## config.mk

```make
export PLATFORM = sky130hd
export DESIGN_NAME = idma_tl_channel_scheduler
export DESIGN_NICKNAME = d
export VERILOG_FILES = /design/src/rtl/idma_tl_sched_pkg.sv /design/src/rtl/idma_tl_fork.sv /design/src/rtl/idma_tl_channel_scheduler.sv
export SDC_FILE = /design/constraint.sdc
export NUM_CORES = 1
export LEC_CHECK = 0
export BUFFER_PORTS_ARGS = -buffer_cell sky130_fd_sc_hd__buf_2
export CORE_AREA = 2 2 117 119
export DETAILED_ROUTE_END_ITERATION = 10
export DIE_AREA = 0 0 119 121
export PLACE_DENSITY = 0.57
export SLEW_MARGIN = 20
export SYNTH_ARGS = -nofsm -noshare
export SYNTH_HDL_FRONTEND = slang
export SYNTH_SLANG_ARGS = --single-unit
```

## constraint.sdc

```tcl
create_clock -name clk_i -period 2.7 [get_ports clk_i]
set_clock_uncertainty 0.15 [all_clocks]
set_input_delay 0.54 -clock clk_i [delete_from_list [all_inputs] [get_ports clk_i]]
set_output_delay 0.54 -clock clk_i [all_outputs]
set_load 0.01 [all_outputs]
```

## src/rtl/idma_tl_sched_pkg.sv

```systemverilog
// idma_tl_sched_pkg: shared types, FSM states and width helpers for the TL channel scheduler.
package idma_tl_sched_pkg;

    typedef logic [15:0] dflt_ar_t;
    typedef logic [15:0] dflt_aw_t;
    typedef logic [7:0]  dflt_r_req_t;
    typedef logic [7:0]  dflt_w_req_t;
    typedef logic [31:0] dflt_r_rsp_t;
    typedef logic [31:0] dflt_w_rsp_t;

    typedef struct packed {
        dflt_ar_t    ar;
        dflt_aw_t    aw;
        dflt_r_req_t r;
        dflt_w_req_t w;
    } dflt_burst_t;

    typedef enum logic {S_IDLE, S_ISSUE} sched_state_e;

    // Index width that never collapses to zero bits for single-entry ranges.
    function automatic int unsigned idx_w(input int unsigned n);
        return (n < 2) ? 1 : $clog2(n);
    endfunction

endpackage

```

## src/rtl/idma_tl_fork.sv

```systemverilog
// idma_tl_fork: forks one held burst into four independent valid/ready handshakes,
// remembering which legs already completed.
module idma_tl_fork (
    input  logic       clk_i,
    input  logic       rst_i,
    input  logic       i_valid,
    input  logic [3:0] i_ready,
    output logic [3:0] o_valid,
    output logic       o_done
);

    logic [3:0] r_sent;
    logic [3:0] w_fire;

    assign o_valid = {4{i_valid}} & ~r_sent;
    assign w_fire  = o_valid & i_ready;
    assign o_done  = i_valid & (&(r_sent | w_fire));

    always_ff @(posedge clk_i or posedge rst_i) begin
        if (rst_i) r_sent <= '0;
        else       r_sent <= o_done ? '0 : (r_sent | w_fire);
    end

endmodule

```

## src/rtl/idma_tl_channel_scheduler.sv

```systemverilog
// idma_tl_channel_scheduler: round-robin shares one iDMA transport layer between channels
// and routes in-order datapath responses back to the channel that issued each burst.
module idma_tl_channel_scheduler
    import idma_tl_sched_pkg::*;
#(
    parameter int unsigned NumChannels          = 2,
    parameter int unsigned NumAxInFlight        = 2,
    parameter type         read_meta_channel_t  = dflt_ar_t,
    parameter type         write_meta_channel_t = dflt_aw_t,
    parameter type         r_dp_req_t           = dflt_r_req_t,
    parameter type         w_dp_req_t           = dflt_w_req_t,
    parameter type         r_dp_rsp_t           = dflt_r_rsp_t,
    parameter type         w_dp_rsp_t           = dflt_w_rsp_t,
    parameter type         burst_t              = dflt_burst_t
) (
    input  logic                     clk_i,
    input  logic                     rst_i,
    input  logic [NumChannels-1:0]   ch_valid_i,
    output logic [NumChannels-1:0]   ch_ready_o,
    input  burst_t                   ch_burst_i [NumChannels],
    output r_dp_rsp_t                ch_r_rsp_o,
    output w_dp_rsp_t                ch_w_rsp_o,
    output logic [NumChannels-1:0]   ch_r_valid_o,
    output logic [NumChannels-1:0]   ch_w_valid_o,
    input  logic [NumChannels-1:0]   ch_r_ready_i,
    input  logic [NumChannels-1:0]   ch_w_ready_i,
    output read_meta_channel_t       ar_req_o,
    output logic                     ar_valid_o,
    input  logic                     ar_ready_i,
    output write_meta_channel_t      aw_req_o,
    output logic                     aw_valid_o,
    input  logic                     aw_ready_i,
    output r_dp_req_t                r_dp_req_o,
    output logic                     r_dp_valid_o,
    input  logic                     r_dp_ready_i,
    output w_dp_req_t                w_dp_req_o,
    output logic                     w_dp_valid_o,
    input  logic                     w_dp_ready_i,
    input  r_dp_rsp_t                r_dp_rsp_i,
    input  logic                     r_dp_valid_i,
    output logic                     r_dp_ready_o,
    input  w_dp_rsp_t                w_dp_rsp_i,
    input  logic                     w_dp_valid_i,
    output logic                     w_dp_ready_o,
    output logic                     busy_o
);

    localparam int unsigned IdW  = idx_w(NumChannels);
    localparam int unsigned PtrW = idx_w(NumAxInFlight);
    localparam int unsigned CntW = $clog2(NumAxInFlight + 1);

    typedef logic [IdW-1:0] ch_id_t;

    sched_state_e    r_state, w_state_nxt;
    ch_id_t          r_ptr, w_win, w_idx;
    logic            w_found, w_grant, w_done;
    logic [CntW-1:0] r_cnt;
    burst_t          r_burst;
    logic [3:0]      w_fork_valid;
    logic [1:0]      w_pop, w_empty;
    ch_id_t          w_head [2];

    always_comb begin
        w_found = 1'b0;
        w_win   = '0;
        w_idx   = '0;
        for (int i = 0; i < NumChannels; i++) begin
            w_idx = ch_id_t'((32'(r_ptr) + i) % NumChannels);
            if (!w_found && ch_valid_i[w_idx]) begin
                w_found = 1'b1;
                w_win   = w_idx;
            end
        end
    end

    // Grant is gated by reset so no ready leaks out while the block is held in reset.
    assign w_grant    = !rst_i && (r_state == S_IDLE) && (r_cnt < CntW'(NumAxInFlight)) && w_found;
    assign ch_ready_o = w_grant ? (NumChannels'(1) << w_win) : '0;

    always_comb begin
        w_state_nxt = (r_state == S_IDLE) ? (w_grant ? S_ISSUE : S_IDLE) : (w_done ? S_IDLE : S_ISSUE);
    end

    always_ff @(posedge clk_i or posedge rst_i) begin
        if (rst_i) begin
            r_state <= S_IDLE;
            r_ptr   <= '0;
            r_cnt   <= '0;
        end else begin
            r_state <= w_state_nxt;
            if (w_grant) r_ptr <= (32'(w_win) == NumChannels - 1) ? '0 : w_win + 1'b1;
            r_cnt <= r_cnt + CntW'(w_grant) - CntW'(w_pop[1]);
        end
    end

    always_ff @(posedge clk_i) begin
        if (w_grant) r_burst <= ch_burst_i[w_win];
    end

    idma_tl_fork i_fork (
        .clk_i   (clk_i),
        .rst_i   (rst_i),
        .i_valid (r_state == S_ISSUE),
        .i_ready ({w_dp_ready_i, r_dp_ready_i, aw_ready_i, ar_ready_i}),
        .o_valid (w_fork_valid),
        .o_done  (w_done)
    );

    assign {w_dp_valid_o, r_dp_valid_o, aw_valid_o, ar_valid_o} = w_fork_valid;
    assign ar_req_o   = r_burst.ar;
    assign aw_req_o   = r_burst.aw;
    assign r_dp_req_o = r_burst.r;
    assign w_dp_req_o = r_burst.w;

    // Index 0 tracks read-response ownership, index 1 write-response ownership.
    assign w_pop = {w_dp_valid_i & w_dp_ready_o, r_dp_valid_i & r_dp_ready_o};

    for (genvar f = 0; f < 2; f++) begin : g_idq
        ch_id_t          r_mem [NumAxInFlight];
        logic [PtrW-1:0] r_wp, r_rp;
        logic [CntW-1:0] r_n;
        always_ff @(posedge clk_i) begin
            if (w_grant) r_mem[r_wp] <= w_win;
        end
        always_ff @(posedge clk_i or posedge rst_i) begin
            if (rst_i) begin
                r_wp <= '0;
                r_rp <= '0;
                r_n  <= '0;
            end else begin
                if (w_grant)  r_wp <= (r_wp == PtrW'(NumAxInFlight - 1)) ? '0 : r_wp + 1'b1;
                if (w_pop[f]) r_rp <= (r_rp == PtrW'(NumAxInFlight - 1)) ? '0 : r_rp + 1'b1;
                r_n <= r_n + CntW'(w_grant) - CntW'(w_pop[f]);
            end
        end
        assign w_empty[f] = (r_n == '0);
        assign w_head[f]  = r_mem[r_rp];
        always_ff @(posedge clk_i) begin
            if (!rst_i) assert (!(w_grant && !w_pop[f] && r_n == CntW'(NumAxInFlight)));
        end
    end

    assign r_dp_ready_o = !w_empty[0] && ch_r_ready_i[w_head[0]];
    assign w_dp_ready_o = !w_empty[1] && ch_w_ready_i[w_head[1]];
    assign ch_r_valid_o = (r_dp_valid_i && !w_empty[0]) ? (NumChannels'(1) << w_head[0]) : '0;
    assign ch_w_valid_o = (w_dp_valid_i && !w_empty[1]) ? (NumChannels'(1) << w_head[1]) : '0;
    assign ch_r_rsp_o   = r_dp_rsp_i;
    assign ch_w_rsp_o   = w_dp_rsp_i;
    assign busy_o       = (r_state != S_IDLE) || (r_cnt != '0);

    always_ff @(posedge clk_i) begin
        if (!rst_i) begin
            assert (!(r_dp_valid_i && w_empty[0]));
            assert (!(w_dp_valid_i && w_empty[1]));
            assert (r_cnt <= CntW'(NumAxInFlight));
        end
    end

endmodule

```

==> qor.txt <==
clock tree from TritonCTS = done
most congested layer reported by global routing = met2
met2 track demand over resource = 17.2%
initial DRC count = 50
layout cell share with drive strength beyond 1 = 61.3%
area occupied by multi-input gates = 985 µm²
worst-path cell with the longest stage delay = sky130_fd_sc_hd__or4_4
global placement routability congestion = 0.701
slowest cell delay on critical path = 0.62 ns
number of antenna violations at the first check in global routing = 0
fin. max-slew vios = 0
average detailed-routed wire length per instance = 12.7 µm
CP delay by family, top = simple AND/OR/NAND/NOR gates
number of DRC violations after detailed routing = 0
DPL Wire Length = 5.50 mm
initial core utilization = 26.9%
Mapped Cells = 264
Port Buf Inserts = 170
count of cell instances traversed by the critical path = 4
path class of the lowest-slack min-delay path = in2async
post-CTS repair timing setup buffer count = 0
DIE HEIGHT = 121 µm
clock slew at the register clock pins of the worst setup and hold paths = 0.06 ns
via count normalized by instance count = 4.09
number of vias after detailed routing = 2295
count of inserted antenna diode cells = 0
tightest hold margin = 0.166 ns
synth warn = 0
Die X-Extent = 119 µm
endpoints failing setup = 0
ys async rst share = 23.5%
Critical Path Source = r_state
design area = 0.00446 mm²
synthesized net count = 444
flop2flop setup slack = 0.46 ns
max_slew headroom = 57.2%
primary flip-flop cell chosen by synthesis mapping = sky130_fd_sc_hd__edfxtp_1
total placed instance area = 0.00414 mm²
Layout Nets = 560
number of buffer and inverter stages on the critical path = 2
grt ovf = 0
number of different library cells in the post-synthesis netlist = 24
clock latency reported for the late side of the worst-skew pair = 0.32 ns
standby leakage power = 1.99 nW
filler cell count = 1300
first-pass GRT wire length = 11.2 mm
number of gates resized after cts = 0
routing usage on met3 = 4.70%
reg2reg start = g_idq[1].r_rp
synthesis-to-layout area growth = 26.8%
share of the yosys chip area belonging to registers = 55.8%
flip-flop and latch count after synthesis = 68
crit end category = output pin
FF+latch area = 0.00196 mm²
CTS Buf Count = 9
period utilisation layout = 90.2%
Crit path arrival time = 1.75 ns
fmax = 411 MHz
Max VDD drop = 0.285 mV
required arrival time at the worst endpoint = 2.01 ns
fraction of met1 tracks used by global routing = 10.5%
die area = 0.0144 mm²
detailed-routing iteration count for the pre-antenna-repair pass = 4
gr usage total = 10.1%
CTS HTree Levels = 3
total routed wirelength = 7.15 mm
via count of the first global-routing pass = 2446
slew at the pin closest to its max-slew limit = 0.641 ns
max-capacitance violation count = 0
largest net degree at the start of global routing = 55
Hold Fails Final Rpt = 0
Setup TNS = 0 ns
total of hold buffers inserted after clock tree synthesis = 0
category of the most critical setup path = reg2out
number of nets still failing antenna checks after routing = 0
cell area after technology mapping = 0.00351 mm²
Critical Path, Cell by Cell = or4_4, inv_6, and2_1, buf_2
Clk Tree Root Cell = sky130_fd_sc_hd__clkbuf_16
Core Rows = 42
power density of the placed cells = 853 mW/mm²
maximum clock insertion buffer count = 2
fin crit period = 2.44 ns
average instance area after synthesis = 13.3 µm²
setup repair after global routing missed its margin = false
number of enable-type register cells in the synthesized netlist = 52
run status = finished, final reports clean
Critical Path Fanout Max = 8
area inside the core boundary = 0.0131 mm²
I/O pin cnt = 299
cells on worst reg2reg path = 7
Startpoint Class = flip-flop
number of clock sinks = 68
==> per-stage QoR <==
step / power [mW] / cells / utilization (%) / worst slack, ns
CTS: 3.87 / 561 / 34.1 / 0.238
finish: 3.80 / 561 / 34.1 / 0.264
floorplan: 2.32 / 264 / - / 0.297
global placement: 2.60 / 545 / 31.6 / 0.339
global route: 4.05 / 561 / 34.1 / 0.186
detailed placement: 2.64 / 545 / 31.6 / 0.306
==> cells in the mapped netlist (all sizes together), types with 2 or more instances <==
| library cell | number | area [µm²] |
|---|---|---|
| nor2 | 22 | 82.6 |
| xor2 | 2 | 17.5 |
| o21ai | 3 | 15.0 |
| edfxtp | 52 | 1560 |
| dfrtp | 16 | 400 |
| buf | 70 | 517 |
| xnor2 | 8 | 70.1 |
| mux2i | 7 | 70.1 |
| o22ai | 2 | 12.5 |
| a21oi | 4 | 20.0 |
| ha | 6 | 75.1 |
| inv | 14 | 57.6 |
| o211ai | 4 | 30.0 |
| mux2 | 48 | 541 |
==> where the power goes <==
group / switching (mW) / internal [mW] / total (mW) / leakage [nW]
Sequential: 0.139 / 1.43 / 1.57 / 0.664
Clock: 0.423 / 0.783 / 1.21 / 0.159
Combinational: 0.533 / 0.487 / 1.02 / 1.17
Total: 1.09 / 2.70 / 3.80 / 1.99
==> flip-flops by register name, indices dropped and copies added (netlist names), 4 cells and up <==
register,flops
aw_req_o,16
i_fork.r_sent,4
w_dp_req_o,8
g_idq.r_n,4
g_idq.r_mem,4
r_dp_req_o,8
ar_req_o,16
==> final cells by class <==
type / count / share of cell area (%)
Sequential cell: 68 / 44.0
Multi-Input combinational cell: 112 / 22.1
Timing Repair Buffer: 175 / 20.5
Clock buffer: 14 / 6.88
Tap cell: 176 / 4.94
Inverter: 14 / 1.29
Clock inverter: 2 / 0.253
==> logic make-up after synthesis <==
| kind of cell | Yosys count | synth area share, % |
|---|---|---|
| flops | 68 | 55.8 |
| simple gates | 27 | 3.28 |
| fa+ha+maj | 6 | 2.14 |
| buf+inv | 84 | 16.3 |
| xor+xnor | 10 | 2.49 |
| compound gates | 14 | 2.53 |
| mux | 55 | 17.4 |
==> worst reg2reg max path: stages, from the launching register on <==
cell                      delay [ns]
sky130_fd_sc_hd__dfrtp_1        0.38
sky130_fd_sc_hd__mux2i_1        0.45
sky130_fd_sc_hd__mux2i_1        0.43
sky130_fd_sc_hd__ha_1           0.30
sky130_fd_sc_hd__inv_1          0.05
sky130_fd_sc_hd__ha_1           0.15
sky130_fd_sc_hd__xnor2_1        0.14
sky130_fd_sc_hd__xnor2_1        0.13
==> cells in the final DEF (no fill, tap or decap), types with 2 or more instances in the layout <==
cell type                   count
sky130_fd_sc_hd__o22ai_1        2
sky130_fd_sc_hd__nor2_1        22
sky130_fd_sc_hd__ha_1           6
sky130_fd_sc_hd__a21oi_1        4
sky130_fd_sc_hd__buf_4          3
sky130_fd_sc_hd__mux2_1         5
sky130_fd_sc_hd__dfrtp_1       16
sky130_fd_sc_hd__clkbuf_8       2
sky130_fd_sc_hd__xnor2_1        8
sky130_fd_sc_hd__xor2_1         2
sky130_fd_sc_hd__buf_12         2
sky130_fd_sc_hd__inv_1         13
sky130_fd_sc_hd__buf_2        170
sky130_fd_sc_hd__mux2i_1        7
sky130_fd_sc_hd__o21ai_0        3
sky130_fd_sc_hd__edfxtp_1      52
sky130_fd_sc_hd__o211ai_1       4
sky130_fd_sc_hd__clkbuf_16     11
sky130_fd_sc_hd__mux2_2        43
==> final timing paths <==
path                                     to
max                           ch_ready_o[1]
min                                 r_state
min reg2reg                   g_idq[0].r_rp
max reg2reg                 g_idq[1].r_n[1]
max in group asynchronous     g_idq[0].r_rp
min in group clk_i         i_fork.r_sent[2]
==> layer usage <==
layer  up-vias  share of wire, %
met5         -                 0
met4         0               2.6
met3        28               9.7
met2       121                50
met1      1060                38
li1       1086                 -
Note: power is estimated with default switching activity, not from simulation.
